==> config.mk <==
export PLATFORM = sky130hd
export DESIGN_NAME = lc3_control_unit
export DESIGN_NICKNAME = d
export VERILOG_FILES = /design/src/rtl/lc3_control_unit.sv
export SDC_FILE = /design/constraint.sdc
export NUM_CORES = 1
export LEC_CHECK = 0
export CAP_MARGIN = 10
export CORE_ASPECT_RATIO = 1.25
export CORE_UTILIZATION = 65
export CTS_CLUSTER_DIAMETER = 100
export DETAILED_ROUTE_END_ITERATION = 7
export DONT_BUFFER_PORTS = 1
export PLACE_DENSITY = 0.87
export SLEW_MARGIN = 0
export SYNTH_ARGS = -nofsm -noshare
export SYNTH_HDL_FRONTEND = slang
export SYNTH_SLANG_ARGS = --single-unit
==> constraint.sdc <==
create_clock -name CLK -period 2.23 [get_ports CLK]
set_clock_uncertainty 0.05 [all_clocks]
set_input_delay 0.3345 -clock CLK [delete_from_list [all_inputs] [get_ports CLK]]
set_output_delay 0.3345 -clock CLK [all_outputs]
set_load 0.1 [all_outputs]
==> src/rtl/lc3_control_unit.sv <==
// LC-3 multicycle control unit: microsequencer FSM, NZP condition codes and BEN.
// Control outputs are Moore-decoded from the state and held low while RESET is high.
module lc3_control_unit (
  input  logic        CLK,
  input  logic        RESET,
  input  logic [15:0] BUS,
  input  logic [15:0] IR,
  input  logic        READY,
  output logic        LD_MAR,
  output logic        LD_MDR,
  output logic        LD_IR,
  output logic        LD_PC,
  output logic        LD_REG,
  output logic        LD_BEN,
  output logic        LD_CC,
  output logic        GateMARMUX,
  output logic        GateMDR,
  output logic        GateALU,
  output logic        GatePC,
  output logic        MARMUXsel,
  output logic        ADDR1MUXsel,
  output logic [1:0]  ADDR2MUXsel,
  output logic [1:0]  PCMUXsel,
  output logic [1:0]  SR1MUXsel,
  output logic [1:0]  DRMUXsel,
  output logic        CS,
  output logic        WE,
  output logic [1:0]  ALUK,
  output logic        N,
  output logic        Z,
  output logic        P,
  output logic        BEN
);

  localparam logic [5:0] S0  = 6'd0,  S1  = 6'd1,  S2  = 6'd2,  S3  = 6'd3;
  localparam logic [5:0] S4  = 6'd4,  S5  = 6'd5,  S6  = 6'd6,  S7  = 6'd7;
  localparam logic [5:0] S9  = 6'd9,  S10 = 6'd10, S11 = 6'd11, S12 = 6'd12;
  localparam logic [5:0] S14 = 6'd14, S15 = 6'd15, S16 = 6'd16, S18 = 6'd18;
  localparam logic [5:0] S20 = 6'd20, S21 = 6'd21, S22 = 6'd22, S23 = 6'd23;
  localparam logic [5:0] S24 = 6'd24, S25 = 6'd25, S26 = 6'd26, S27 = 6'd27;
  localparam logic [5:0] S28 = 6'd28, S29 = 6'd29, S30 = 6'd30, S31 = 6'd31;
  localparam logic [5:0] S32 = 6'd32, S33 = 6'd33, S35 = 6'd35;

  logic [5:0] state_q, state_d;
  logic       n_q, n_d, z_q, z_d, p_q, p_d, ben_q, ben_d;

  logic       ld_mar_dec, ld_mdr_dec, ld_ir_dec, ld_pc_dec, ld_reg_dec, ld_ben_dec, ld_cc_dec;
  logic       gate_marmux_dec, gate_mdr_dec, gate_alu_dec, gate_pc_dec;
  logic       marmux_dec, addr1_dec, cs_dec, we_dec;
  logic [1:0] addr2_dec, pcmux_dec, sr1mux_dec, drmux_dec, aluk_dec;

  // Offsets and base-register fields are consumed by the datapath, not here.
  logic       ir_unused;
  assign ir_unused = ^IR[8:0];

  always_comb begin
    ld_mar_dec      = 1'b0;
    ld_mdr_dec      = 1'b0;
    ld_ir_dec       = 1'b0;
    ld_pc_dec       = 1'b0;
    ld_reg_dec      = 1'b0;
    ld_ben_dec      = 1'b0;
    ld_cc_dec       = 1'b0;
    gate_marmux_dec = 1'b0;
    gate_mdr_dec    = 1'b0;
    gate_alu_dec    = 1'b0;
    gate_pc_dec     = 1'b0;
    marmux_dec      = 1'b0;
    addr1_dec       = 1'b0;
    addr2_dec       = 2'd0;
    pcmux_dec       = 2'd0;
    sr1mux_dec      = 2'd0;
    drmux_dec       = 2'd0;
    cs_dec          = 1'b0;
    we_dec          = 1'b0;
    aluk_dec        = 2'd0;
    case (state_q)
      S18: begin gate_pc_dec = 1'b1; ld_mar_dec = 1'b1; ld_pc_dec = 1'b1; end
      S33, S24, S25, S29: begin cs_dec = 1'b1; ld_mdr_dec = 1'b1; end
      S35: begin gate_mdr_dec = 1'b1; ld_ir_dec = 1'b1; end
      S32: ld_ben_dec = 1'b1;
      S22: begin addr2_dec = 2'd2; pcmux_dec = 2'd2; ld_pc_dec = 1'b1; end
      S21: begin addr2_dec = 2'd3; pcmux_dec = 2'd2; ld_pc_dec = 1'b1; end
      S12, S20: begin
        sr1mux_dec = 2'd1; addr1_dec = 1'b1; pcmux_dec = 2'd2; ld_pc_dec = 1'b1;
      end
      S4: begin gate_pc_dec = 1'b1; drmux_dec = 2'd1; ld_reg_dec = 1'b1; end
      S1, S5, S9: begin
        sr1mux_dec   = 2'd1;
        gate_alu_dec = 1'b1;
        ld_reg_dec   = 1'b1;
        ld_cc_dec    = 1'b1;
        aluk_dec     = (state_q == S1) ? 2'd0 : (state_q == S5) ? 2'd1 : 2'd2;
      end
      S14: begin
        marmux_dec = 1'b1; addr2_dec = 2'd2; gate_marmux_dec = 1'b1;
        ld_reg_dec = 1'b1; ld_cc_dec = 1'b1;
      end
      S2, S3, S10, S11: begin
        marmux_dec = 1'b1; addr2_dec = 2'd2; gate_marmux_dec = 1'b1; ld_mar_dec = 1'b1;
      end
      S6, S7: begin
        marmux_dec = 1'b1; sr1mux_dec = 2'd1; addr1_dec = 1'b1; addr2_dec = 2'd1;
        gate_marmux_dec = 1'b1; ld_mar_dec = 1'b1;
      end
      S26, S31: begin gate_mdr_dec = 1'b1; ld_mar_dec = 1'b1; end
      S27: begin gate_mdr_dec = 1'b1; ld_reg_dec = 1'b1; ld_cc_dec = 1'b1; end
      S23: begin aluk_dec = 2'd3; gate_alu_dec = 1'b1; ld_mdr_dec = 1'b1; end
      S16: begin cs_dec = 1'b1; we_dec = 1'b1; end
      S15: begin gate_marmux_dec = 1'b1; ld_mar_dec = 1'b1; end
      // TRAP reads the vector table and saves the return address in one cycle.
      S28: begin
        cs_dec = 1'b1; ld_mdr_dec = 1'b1;
        gate_pc_dec = 1'b1; drmux_dec = 2'd1; ld_reg_dec = 1'b1;
      end
      S30: begin gate_mdr_dec = 1'b1; pcmux_dec = 2'd1; ld_pc_dec = 1'b1; end
      default: ;
    endcase
  end

  always_comb begin
    state_d = S18;
    case (state_q)
      S18: state_d = S33;
      S33: state_d = READY ? S35 : S33;
      S35: state_d = S32;
      S32: state_d = (IR[15:12] == 4'd8 || IR[15:12] == 4'd13) ? S18 : {2'b00, IR[15:12]};
      S0:  state_d = ben_q ? S22 : S18;
      S4:  state_d = IR[11] ? S21 : S20;
      S2, S6:  state_d = S25;
      S3, S7:  state_d = S23;
      S10: state_d = S24;
      S11: state_d = S29;
      S24: state_d = READY ? S26 : S24;
      S25: state_d = READY ? S27 : S25;
      S29: state_d = READY ? S31 : S29;
      S26: state_d = S25;
      S31: state_d = S23;
      S23: state_d = S16;
      S16: state_d = READY ? S18 : S16;
      S15: state_d = S28;
      S28: state_d = READY ? S30 : S28;
      default: state_d = S18;
    endcase
  end

  always_comb begin
    n_d   = n_q;
    z_d   = z_q;
    p_d   = p_q;
    ben_d = ben_q;
    if (ld_cc_dec) begin
      n_d = BUS[15];
      z_d = (BUS == 16'h0000);
      p_d = ~BUS[15] & (BUS != 16'h0000);
    end
    if (ld_ben_dec)
      ben_d = (IR[11] & n_q) | (IR[10] & z_q) | (IR[9] & p_q);
  end

  always_ff @(posedge CLK) begin
    if (RESET) begin
      state_q <= S18;
      n_q     <= 1'b0;
      z_q     <= 1'b1;
      p_q     <= 1'b0;
      ben_q   <= 1'b0;
    end else begin
      state_q <= state_d;
      n_q     <= n_d;
      z_q     <= z_d;
      p_q     <= p_d;
      ben_q   <= ben_d;
    end
  end

  assign LD_MAR      = ld_mar_dec & ~RESET;
  assign LD_MDR      = ld_mdr_dec & ~RESET;
  assign LD_IR       = ld_ir_dec & ~RESET;
  assign LD_PC       = ld_pc_dec & ~RESET;
  assign LD_REG      = ld_reg_dec & ~RESET;
  assign LD_BEN      = ld_ben_dec & ~RESET;
  assign LD_CC       = ld_cc_dec & ~RESET;
  assign GateMARMUX  = gate_marmux_dec & ~RESET;
  assign GateMDR     = gate_mdr_dec & ~RESET;
  assign GateALU     = gate_alu_dec & ~RESET;
  assign GatePC      = gate_pc_dec & ~RESET;
  assign MARMUXsel   = marmux_dec & ~RESET;
  assign ADDR1MUXsel = addr1_dec & ~RESET;
  assign ADDR2MUXsel = RESET ? 2'd0 : addr2_dec;
  assign PCMUXsel    = RESET ? 2'd0 : pcmux_dec;
  assign SR1MUXsel   = RESET ? 2'd0 : sr1mux_dec;
  assign DRMUXsel    = RESET ? 2'd0 : drmux_dec;
  assign CS          = cs_dec & ~RESET;
  assign WE          = we_dec & ~RESET;
  assign ALUK        = RESET ? 2'd0 : aluk_dec;

  assign N   = n_q;
  assign Z   = z_q;
  assign P   = p_q;
  assign BEN = ben_q;

endmodule

==> flow_metrics.py, run 1 <==
metrics = {
    "floorplanning": {
        "top_level_ports": 64,
        "num_rows": 18,
        "die_w_um": 42.93,
        "start_util": 0.6869,
        "die_h_um": 53.17,
    },
    "yosys": {
        "leading_register_cell_type_out_of_synthesis": "sky130_fd_sc_hd__dfxtp_1",
        "synth_async_sr_flop_share": 0,
        "synth.yosys.warnings": 0,
        "yosys.area_share.xor_xnor": 0.01287,
        "synth_simple_gate_area_share": 0.4026,
        "ys_types": 62,
        "post_synth_instance_area_um2": 1361,
        "dominant_combinational_cell_family_by_area_after_synthesis": "simple AND/OR/NAND/NOR gates",
        "synth_seq_area_share": 0.1471,
        "synth_compound_area_frac": 0.2877,
        "synth_top_area_cell": "sky130_fd_sc_hd__dfxtp_1",
        "syn_inst": 185,
        "post_synth_mux_area_share": 0.02941,
        "synth_adder_area_share": 0,
        "synth.top_cell.area_share": 0.1471,
        "syn-mean-instance-area_um2": 7.358,
        "yosys-top-cells-area": "sky130_fd_sc_hd__dfxtp_1 15%, sky130_fd_sc_hd__buf_6 5.0%, sky130_fd_sc_hd__nand2_1 4.7%, sky130_fd_sc_hd__nor2_1 4.4%, sky130_fd_sc_hd__a32oi_1 3.9%",
        "synth_enable_flop_cells": 0,
        "synth_seq_cells": 10,
    },
    "outcome": {
        "error_message": "Error: detail_place.tcl, 38 bad optional access",
        "flow.stopped_at": "detailed placement",
        "outcome": "stopped before the end",
    },
    "place": {
        "place.gp.congestion": 0.9407,
        "numPortBuffers": 0,
    },
}
-- synth_stat cells, types with 3 or more instances --
master                     instances
sky130_fd_sc_hd__inv_1             4
sky130_fd_sc_hd__nor3b_1           3
sky130_fd_sc_hd__mux2i_1           4
sky130_fd_sc_hd__buf_4             5
sky130_fd_sc_hd__nor3_1            6
sky130_fd_sc_hd__a32oi_1           6
sky130_fd_sc_hd__nand2_1          17
sky130_fd_sc_hd__buf_6             6
sky130_fd_sc_hd__a21oi_1           9
sky130_fd_sc_hd__buf_2             5
sky130_fd_sc_hd__nand2b_1          4
sky130_fd_sc_hd__and2_1            5
sky130_fd_sc_hd__nor2b_1           6
sky130_fd_sc_hd__nor2_1           16
sky130_fd_sc_hd__nand3_1           8
sky130_fd_sc_hd__dfxtp_1          10
sky130_fd_sc_hd__o21ai_0           8
sky130_fd_sc_hd__clkbuf_1          3
sky130_fd_sc_hd__nor4_1            8
-- cell families after synthesis --
logic type / count (synthesis)
AOI/OAI and AO/OA: 50
xor gates and xnor gates: 2
buffers and inverters: 24
DFF: 10
muxes: 4
other: 1
and+or+nand+nor: 94
-- through the flow --
| step | hold WS (ns) | instance area, um2 | worst slack [ns] | std cells | TNS [ns] |
|---|---|---|---|---|---|
| floorplan | 0.4235 | 1548 | -0.4675 | 186 | -1.239 |
| global placement | 0.3595 | 1958 | 0.2701 | 224 | 0 |
==> inputs of run 2 (changes only) <==
Settings changed: CORE_AREA from default to 2 2 63 65, CORE_ASPECT_RATIO 1.25 to default, CORE_UTILIZATION 65 to default, CTS_CLUSTER_DIAMETER 100 to default, DIE_AREA from default to 0 0 65 67, PLACE_DENSITY 0.87 to default, PLACE_DENSITY_LB_ADDON from default to 0.15.
==> run 2 against run 1 <==
- the run now ends clean
- synthesized area unchanged
- synthesized cell count did not move
==> flow_metrics.py, run 2 <==
metrics = {
    "outcome": {
        "outcome": "completed",
    },
    "power_and_ir_drop": {
        "peakVddDrop_v": 0.0007546,
        "totalPowerFinal_uw": 2391,
        "netSwitchingPower_uw": 1363,
        "cellLeakagePower_uw": 0.0007218,
        "clock_power_share": 0.102,
        "power_report.internal_total_uw": 1028,
        "pwr-share-comb": 0.756,
        "power_per_cell_area_nw_per_um2": 1143,
        "seq_power_share": 0.142,
        "swShare": 0.5699,
    },
    "clocking": {
        "cts-hold-fix-buffers": 0,
        "clk_transition_reported_paths_ns": 0.06,
        "clock_insertion_delay_worst_skew_ns": 0.25,
        "clock-root-buffer": "sky130_fd_sc_hd__clkbuf_8",
        "cts_buffer_depth": 2,
        "tritoncts": "yes",
        "numCtsBuffers": 3,
        "cts.sinks": 10,
        "cts_max_level": 1,
    },
    "final_layout": {
        "antennaDiodeCount": 0,
        "design.final.nets": 246,
        "multi_input_comb_area_um2": 1200,
        "largest_register": "state_q",
        "layout.cells.most_common_list": "20 x sky130_fd_sc_hd__buf_12, 19 x sky130_fd_sc_hd__buf_4, 15 x sky130_fd_sc_hd__nand2_1, 10 x sky130_fd_sc_hd__nor2_1, 8 x sky130_fd_sc_hd__nand3_1",
        "most_frequent_standard_cell_in_the_layout_excluding_fill_and_tap_cells": "sky130_fd_sc_hd__buf_12",
        "final-seq-area_um2": 211.5,
        "n_fill_cell": 329,
        "layout-area-overhead-vs-synth_pct": 53.68,
        "final_layout_size_suffix_gt1_frac": 0.4286,
        "largest_register_ffs": 6,
    },
    "drt": {
        "met2RoutedLength_um": 2249,
        "dr_top_layer": "met4",
        "wl_met3_um": 338,
        "num_vias": 1555,
        "post_drt_via_cell_ratio": 6.027,
        "antenna_left": 0,
        "wl_met1_um": 1877,
        "wire_per_inst_um": 17.45,
        "drt_pass1_iterations": 4,
        "drcViolationCount": 0,
        "drt_iter0_drc": 59,
        "route.final.wire_length_um": 4503,
    },
    "place": {
        "place.gp.congestion": 0.8727,
        "setup_ws_pre_cts_ns": 0.2423,
        "numPortBuffers": 0,
        "dp.final_hpwl_um": 3432,
    },
    "floorplanning": {
        "die_w_um": 65,
        "floorplan.die_area_um2": 4355,
        "top_level_ports": 64,
        "num_rows": 22,
        "floorplan.core_area_um2": 3606,
        "die_h_um": 67,
        "start_util": 0.3775,
    },
    "global_route": {
        "track_usage": 0.2180,
        "first_global_vias": 1480,
        "grt_start_max_net_pins": 26,
        "grt_antenna_before_repair": 0,
        "grt_first_pass_wirelength_um": 7369,
        "grt-ovfl-total": 0,
    },
    "worst_setup_path": {
        "r2r_slack_ns": 0.51,
        "worstPathArrival_ns": 1.78,
        "cp_max_fo": 11,
        "worstSetupEndpointType": "output pin",
        "cp_data_required_time_ns": 1.85,
        "timing.critical_path.from_type": "flop",
        "setup_cp_type": "flop to output pin",
    },
    "timing": {
        "total_setup_violations_reported_at_the_end_of_the_flow": 0,
        "worst_slack_ns": 0.06216,
        "maxSlewViolCount": 0,
        "timing_hold_violations_final": 0,
        "grt_setup_unrepaired": "no",
        "final.min_clock_period_ns": 2.168,
        "min_period_over_period": 0.9721,
        "setup_total_negative_slack_ns": 0,
        "relSlewSlack": 0.6674,
        "worst-slew-pin-transition_ns": 0.4980,
        "max_clock_freq_mhz": 461.3,
    },
    "min_path": {
        "min-delay-path-class": "input port to flop",
    },
    "yosys": {
        "synth_common_cells": "17 x sky130_fd_sc_hd__nand2_1, 16 x sky130_fd_sc_hd__nor2_1, 10 x sky130_fd_sc_hd__dfxtp_1",
        "synth_async_sr_flop_share": 0,
        "synth.top_cell.area_share": 0.1471,
        "leading_register_cell_type_out_of_synthesis": "sky130_fd_sc_hd__dfxtp_1",
        "syn-mean-instance-area_um2": 7.358,
        "synth_seq_area_share": 0.1471,
        "syn_inst": 185,
        "synth.yosys.warnings": 0,
        "synth_top_area_cell": "sky130_fd_sc_hd__dfxtp_1",
        "ys_types": 62,
        "yosys.cell_count.top_type": "sky130_fd_sc_hd__nand2_1",
        "synth_seq_cells": 10,
        "yosys-top-cells-area": "sky130_fd_sc_hd__dfxtp_1 15%, sky130_fd_sc_hd__buf_6 5.0%, sky130_fd_sc_hd__nand2_1 4.7%, sky130_fd_sc_hd__nor2_1 4.4%, sky130_fd_sc_hd__a32oi_1 3.9%",
        "post_synth_instance_area_um2": 1361,
        "synth_enable_flop_cells": 0,
    },
    "flow_run": {
        "maxCapViolCount": 0,
    },
}
[run 2: final cells by class]
cell class | count | share of cell area
Clock buffer | 4 | 0.02632
Multi-Input combinational cell | 152 | 0.5736
Timing Repair Buffer | 39 | 0.2596
Sequential cell | 10 | 0.1011
Inverter | 5 | 0.01077
Tap cell | 48 | 0.02871
[run 2: critical path, stage by stage, from the launching register on]
cell	delay (ns)
sky130_fd_sc_hd__dfxtp_2	0.39
sky130_fd_sc_hd__and2_0	0.20
sky130_fd_sc_hd__or3_4	0.38
sky130_fd_sc_hd__a21oi_4	0.20
sky130_fd_sc_hd__and2_2	0.19
sky130_fd_sc_hd__buf_12	0.17
[run 2: cell families after synthesis]
family | after synthesis | synth area share
AOI/OAI and AO/OA | 50 | 0.2877
xor gates and xnor gates | 2 | 0.01287
buffers and inverters | 24 | 0.1176
DFF | 10 | 0.1471
muxes | 4 | 0.02941
other | 1 | 0.002755
and+or+nand+nor | 94 | 0.4026
[run 2: power groups by stage]
stage               logic (uW)  registers (uW)  clock network, uW
finish                    1810             339                244
global route              1910             348                255
floorplan                 1400             299                  0
global placement          1730             343                  0
detailed placement        1740             348                  0
CTS                       1760             346                240
[run 2: stage by stage]
step	hold WS, ns	util	cell area, um2	cells
finish	0.1053	0.5802	2092	258
global placement	0.3651	0.5548	2001	253
detailed placement	0.3662	0.5548	2001	253
CTS	0.1114	0.5725	2064	257
global route	0.1064	0.5802	2092	258
floorplan	0.4235	-	1548	186
[run 2: worst paths after layout]
check	cells past startpoint	start	endpoint
setup / recovery	5	state_q[2]$_SDFF_PP0_	LD_CC
hold / removal	1	RESET	BEN$_SDFFE_PP0P_
setup reg to reg	5	state_q[1]$_SDFF_PP1_	state_q[1]$_SDFF_PP1_
hold reg to reg	2	N$_SDFFE_PP0N_	N$_SDFFE_PP0N_
[run 2: routing by layer]
metal  vias to the layer above  global-route usage
met5                         -                   0
met4                         0             0.04787
met3                         4             0.04392
met2                        83              0.3905
met1                       735              0.2678
li1                        733                   -
[run 2: timing repair]
item                                    CTS  global route
resized for setup                         3             6
buffers inserted                          0             1
pin swaps                                 0             1
endpoints found under the setup margin    4            10
(Power assumes the default switching activity.)
==> inputs of run 3 (changes only) <==
Settings changed: PLACE_DENSITY_LB_ADDON 0.15 to default, REMOVE_ABC_BUFFERS from default to 1.
==> run 3 against run 2 <==
- first-iteration DRC count grew 44%
- core utilization is the same
- via count grew 3.6%
- critical endpoint is now LD_REG
==> flow_metrics.py, run 3 (synthesized netlist as in run 2, its figures left out) <==
metrics = {
    "power_and_ir_drop": {
        "peakVddDrop_v": 0.0005673,
        "power_per_cell_area_nw_per_um2": 1121,
        "cellLeakagePower_uw": 0.0007581,
        "totalPowerFinal_uw": 2345,
    },
    "final_layout": {
        "layout-area-overhead-vs-synth_pct": 53.68,
        "antennaDiodeCount": 0,
        "n_fill_cell": 326,
        "final-seq-area_um2": 205.2,
        "most_frequent_standard_cell_in_the_layout_excluding_fill_and_tap_cells": "sky130_fd_sc_hd__buf_4",
        "fin_area_um2": 2092,
        "final_layout_size_suffix_gt1_frac": 0.4147,
        "design.final.nets": 253,
        "largest_register_ffs": 6,
        "layout.cells.most_common_list": "23 x sky130_fd_sc_hd__buf_4, 17 x sky130_fd_sc_hd__nand2_1, 16 x sky130_fd_sc_hd__buf_12, 10 x sky130_fd_sc_hd__nor2_1, 8 x sky130_fd_sc_hd__nand3_1",
        "multi_input_comb_area_um2": 1099,
        "largest_register": "state_q",
    },
    "min_path": {
        "min-delay-path-class": "input port to flop",
        "min_path_cells": 1,
    },
    "drt": {
        "post_drt_via_cell_ratio": 6.079,
        "num_vias": 1611,
        "drt_iter0_drc": 85,
        "drcViolationCount": 0,
        "antenna_left": 0,
        "route.final.wire_length_um": 4342,
        "drt_pass1_iterations": 4,
        "wire_per_inst_um": 16.38,
    },
    "timing": {
        "setup_total_negative_slack_ns": 0,
        "worst_slack_ns": 0.04930,
        "total_setup_violations_reported_at_the_end_of_the_flow": 0,
        "grt_setup_unrepaired": "yes",
        "hold-worst-slack_ns": 0.1219,
        "final.min_clock_period_ns": 2.181,
        "min_period_over_period": 0.9779,
        "maxSlewViolCount": 0,
        "max_clock_freq_mhz": 458.6,
        "timing_hold_violations_final": 0,
    },
    "worst_setup_path": {
        "timing.critical_path.slowest_cell_delay_ns": 0.40,
        "worstPathArrival_ns": 1.80,
        "timing.critical_path.depth": 5,
        "cp_data_required_time_ns": 1.85,
        "cp_max_fo": 12,
        "setup_cp_type": "flop to output pin",
        "worstRegToRegCells": 5,
        "worst_path_dominant_cell_family": "simple AND/OR/NAND/NOR gates",
        "cpMaxStageDelayCell": "sky130_fd_sc_hd__or3_4",
        "path_buf_inv": 2,
        "cp_cell_sequence": "buf_4 -> or3_4 -> a21oi_4 -> a21o_1 -> buf_12",
        "timing.critical_path.from_type": "flop",
        "worstSetupEndpointType": "output pin",
    },
    "global_route": {
        "grt_use_met2": 0.3028,
        "grt-ovfl-total": 0,
        "track_usage": 0.2038,
        "first_global_vias": 1518,
        "use_met3": 0.06419,
        "grt_first_pass_wirelength_um": 7044,
        "grt_start_max_net_pins": 28,
        "grt_antenna_before_repair": 0,
        "grt_busiest_layer": "met2",
        "globalRouteMet1Util": 0.2869,
    },
    "place": {
        "place.gp.congestion": 0.9539,
        "numPortBuffers": 0,
        "placed_cell_area_um2": 1999,
        "dp.final_hpwl_um": 3257,
        "setup_ws_pre_cts_ns": 0.2158,
    },
    "clocking": {
        "cts_buffer_depth": 2,
        "numCtsBuffers": 3,
        "cts_max_level": 1,
        "tritoncts": "yes",
        "cts-hold-fix-buffers": 0,
        "post-cts-setup-buffer-count": 0,
        "clock-root-buffer": "sky130_fd_sc_hd__clkbuf_8",
        "cts.sinks": 10,
        "clk_transition_reported_paths_ns": 0.05,
        "clock_insertion_delay_worst_skew_ns": 0.23,
    },
    "outcome": {
        "outcome": "completed",
    },
    "floorplanning": {
        "die_w_um": 65,
        "die_h_um": 67,
        "num_rows": 22,
        "floorplan.core_area_um2": 3606,
        "top_level_ports": 64,
        "start_util": 0.3775,
        "floorplan.die_area_um2": 4355,
    },
    "flow_run": {
        "maxCapViolCount": 0,
    },
}
## run 3: cell count changes in the layout (fill, tap and decap cells not counted), sizes merged
cell,before,now
inv,4,5
clkinvlp,1,0
buf,39,40
clkbuf,4,10
## run 3: metrics by stage
| stage | util | cells |
|---|---|---|
| floorplan | - | 167 |
| global placement | 0.5545 | 261 |
| finish | 0.5802 | 265 |
| detailed placement | 0.5545 | 261 |
| global route | 0.5802 | 265 |
| CTS | 0.5749 | 265 |
## run 3: layer usage
| layer | vias to the layer above | part of all wire |
|---|---|---|
| met4 | 0 | 0.0067 |
| li1 | 745 | - |
| met1 | 747 | 0.43 |
| met3 | 6 | 0.098 |
| met5 | - | 0 |
| met2 | 113 | 0.46 |
## run 3: what timing repair did
action | 4_1_cts | 5_1_grt
gates resized for setup | 6 | 5
endpoints found under the setup margin | 4 | 5
pin swaps | 0 | 1
hold endpoints to repair | 0 | 0
## run 3: final timing paths
check                          end                   from  slack [ns]
min               BEN$_SDFFE_PP0P_                  RESET        0.12
min reg2reg         P$_SDFFE_PP0N_         P$_SDFFE_PP0N_        0.41
max reg2reg  state_q[1]$_SDFF_PP1_  state_q[1]$_SDFF_PP1_        0.49
max                         LD_REG  state_q[4]$_SDFF_PP1_        0.05
## run 3: power breakdown
group | internal [uW] | switching, uW | total [uW]
Sequential | 225 | 91.5 | 317
Clock | 155 | 67.8 | 223
Combinational | 674 | 1130 | 1810
Total | 1050 | 1290 | 2340
## run 3: layout make-up
type,instances,share of cell area
Timing Repair Buffer,46,0.3128
Sequential cell,10,0.09809
Inverter,5,0.008971
Multi-Input combinational cell,152,0.5251
Tap cell,48,0.02871
Clock buffer,4,0.02632
## run 3: worst reg2reg max path: cells and delay by family, from the launching register on
kind	cells	cell delay [ns]
buffers and inverters	1	0.20
DFF	1	0.41
and+or+nand+nor	2	0.42
AOI/OAI and AO/OA	2	0.54
==> inputs of run 4 (changes only) <==
Settings changed: MAX_ROUTING_LAYER from default to met4.
==> run 4 against run 3 <==
- register-to-register slack about the same
- combinational power about the same
- global-route usage increased by 0.61 points
- sequential share of layout area unchanged
- core utilization unchanged
- routed wire length about the same
- clock power about the same
- final cell count unchanged
- largest cell class unchanged
- largest power group unchanged
==> flow_metrics.py, run 4 (synthesized netlist as in run 2, its figures left out) <==
metrics = {
    "outcome": {
        "outcome": "completed",
    },
    "floorplanning": {
        "top_level_ports": 64,
        "die_w_um": 65,
        "num_rows": 22,
        "floorplan.die_area_um2": 4355,
        "die_h_um": 67,
        "start_util": 0.3775,
        "floorplan.core_area_um2": 3606,
    },
    "worst_setup_path": {
        "setup_cp_type": "flop to output pin",
        "timing.critical_path.from_type": "flop",
        "cp_data_required_time_ns": 1.85,
        "worst_path_dominant_cell_family": "simple AND/OR/NAND/NOR gates",
        "path_buf_inv": 2,
        "cp_max_fo": 12,
        "timing.critical_path.slowest_cell_delay_ns": 0.40,
        "worstPathArrival_ns": 1.80,
        "cpMaxStageDelayCell": "sky130_fd_sc_hd__or3_4",
        "cp_cell_sequence": "buf_4 -> or3_4 -> a21oi_4 -> a21o_1 -> buf_12",
        "worstSetupEndpointType": "output pin",
    },
    "place": {
        "dp.final_hpwl_um": 3257,
        "place.gp.congestion": 0.9714,
        "placed_cells_incl_taps": 261,
        "numPortBuffers": 0,
    },
    "timing": {
        "maxSlewViolCount": 0,
        "timing_hold_violations_final": 0,
        "hold-worst-slack_ns": 0.1219,
        "final.min_clock_period_ns": 2.182,
        "min_period_over_period": 0.9783,
        "total_setup_violations_reported_at_the_end_of_the_flow": 0,
        "grt_setup_unrepaired": "yes",
        "setup_total_negative_slack_ns": 0,
        "max_clock_freq_mhz": 458.4,
    },
    "flow_run": {
        "maxCapViolCount": 0,
    },
    "global_route": {
        "track_usage": 0.2099,
        "grt-ovfl-total": 0,
        "grt_start_max_net_pins": 28,
        "grt_first_pass_wirelength_um": 7065,
        "grt_antenna_before_repair": 0,
        "first_global_vias": 1515,
    },
    "final_layout": {
        "design.final.nets": 253,
        "final_util": 0.5802,
        "largest_register_ffs": 6,
        "most_frequent_standard_cell_in_the_layout_excluding_fill_and_tap_cells": "sky130_fd_sc_hd__buf_4",
        "antennaDiodeCount": 0,
        "layout-area-overhead-vs-synth_pct": 53.68,
        "layout.cells.most_common_list": "23 x sky130_fd_sc_hd__buf_4, 17 x sky130_fd_sc_hd__nand2_1, 16 x sky130_fd_sc_hd__buf_12, 10 x sky130_fd_sc_hd__nor2_1, 8 x sky130_fd_sc_hd__nand3_1",
        "final_layout_size_suffix_gt1_frac": 0.4147,
        "layout.cells.non_filler": 265,
        "n_fill_cell": 326,
        "largest_register": "state_q",
    },
    "drt": {
        "drt_pass1_iterations": 4,
        "post_drt_via_cell_ratio": 6.000,
        "drt_iter0_drc": 95,
        "drcViolationCount": 0,
        "antenna_left": 0,
        "wire_per_inst_um": 16.38,
        "route.final.wire_length_um": 4341,
        "num_vias": 1590,
    },
    "clocking": {
        "clk_transition_reported_paths_ns": 0.05,
        "cts_buffer_depth": 2,
        "clock_insertion_delay_worst_skew_ns": 0.23,
        "cts.sinks": 10,
        "cts_max_level": 1,
        "tritoncts": "yes",
        "numCtsBuffers": 3,
        "clock-root-buffer": "sky130_fd_sc_hd__clkbuf_8",
    },
    "min_path": {
        "min-delay-path-class": "input port to flop",
    },
    "power_and_ir_drop": {
        "cellLeakagePower_uw": 0.0007581,
        "peakVddDrop_v": 0.0005695,
        "power_per_cell_area_nw_per_um2": 1119,
    },
}
==> run 4: cell counts in the layout (fill, tap and decap cells not counted) <==
Identical to the previous run, type by type.
==> run 4: per-stage QoR <==
step	instance area, um2	setup WS, ns	power [uW]
after global placement	1999	0.2309	2036
after floorplan	1224	-2.421	1411
final	2092	0.04842	2342
after CTS	2073	0.05360	2308
after detailed placement	1999	0.2158	2058
after global routing	2092	-0.03217	2477
==> run 4: metal layers <==
metal | vias to the layer above | part of all wire | GRT usage
met5 | - | 0 | -
met4 | 0 | 0.0071 | 0.03989
met3 | 5 | 0.082 | 0.06250
met2 | 90 | 0.47 | 0.3015
met1 | 750 | 0.44 | 0.2909
li1 | 745 | - | -
==> run 4: path summary, 6_finish.rpt <==
| kind | slack [ns] | end | start | cells after the start |
|---|---|---|---|---|
| setup / recovery | 0.05 | LD_REG | state_q[4]$_SDFF_PP1_ | 5 |
| hold / removal | 0.12 | BEN$_SDFFE_PP0P_ | RESET | 1 |
| setup reg to reg | 0.50 | state_q[1]$_SDFF_PP1_ | state_q[1]$_SDFF_PP1_ | 5 |
| hold reg to reg | 0.41 | P$_SDFFE_PP0N_ | P$_SDFFE_PP0N_ | 2 |
==> run 4: power breakdown <==
part	internal, uW	leakage (uW)	total, uW	switching (uW)
Combinational	674	0.000647	1800	1130
Sequential	225	0.0000826	316	90.8
Clock	155	0.0000288	223	68.3
==> run 4: what timing repair did <==
action                                  4_1_cts  5_1_grt
hold endpoints to repair                      0        0
buffers inserted                              0        0
gates resized for setup                       6        5
hold buffers                                  0        0
endpoints found under the setup margin        4        5
pin swaps                                     0        1
==> run 4: layout make-up <==
type / count / area, um2 / share of cell area
Multi-Input combinational cell: 152 / 1099 / 0.5251
Timing Repair Buffer: 46 / 654.4 / 0.3128
Sequential cell: 10 / 205.2 / 0.09809
Tap cell: 48 / 60.06 / 0.02871
Clock buffer: 4 / 55.05 / 0.02632
Inverter: 5 / 18.77 / 0.008971
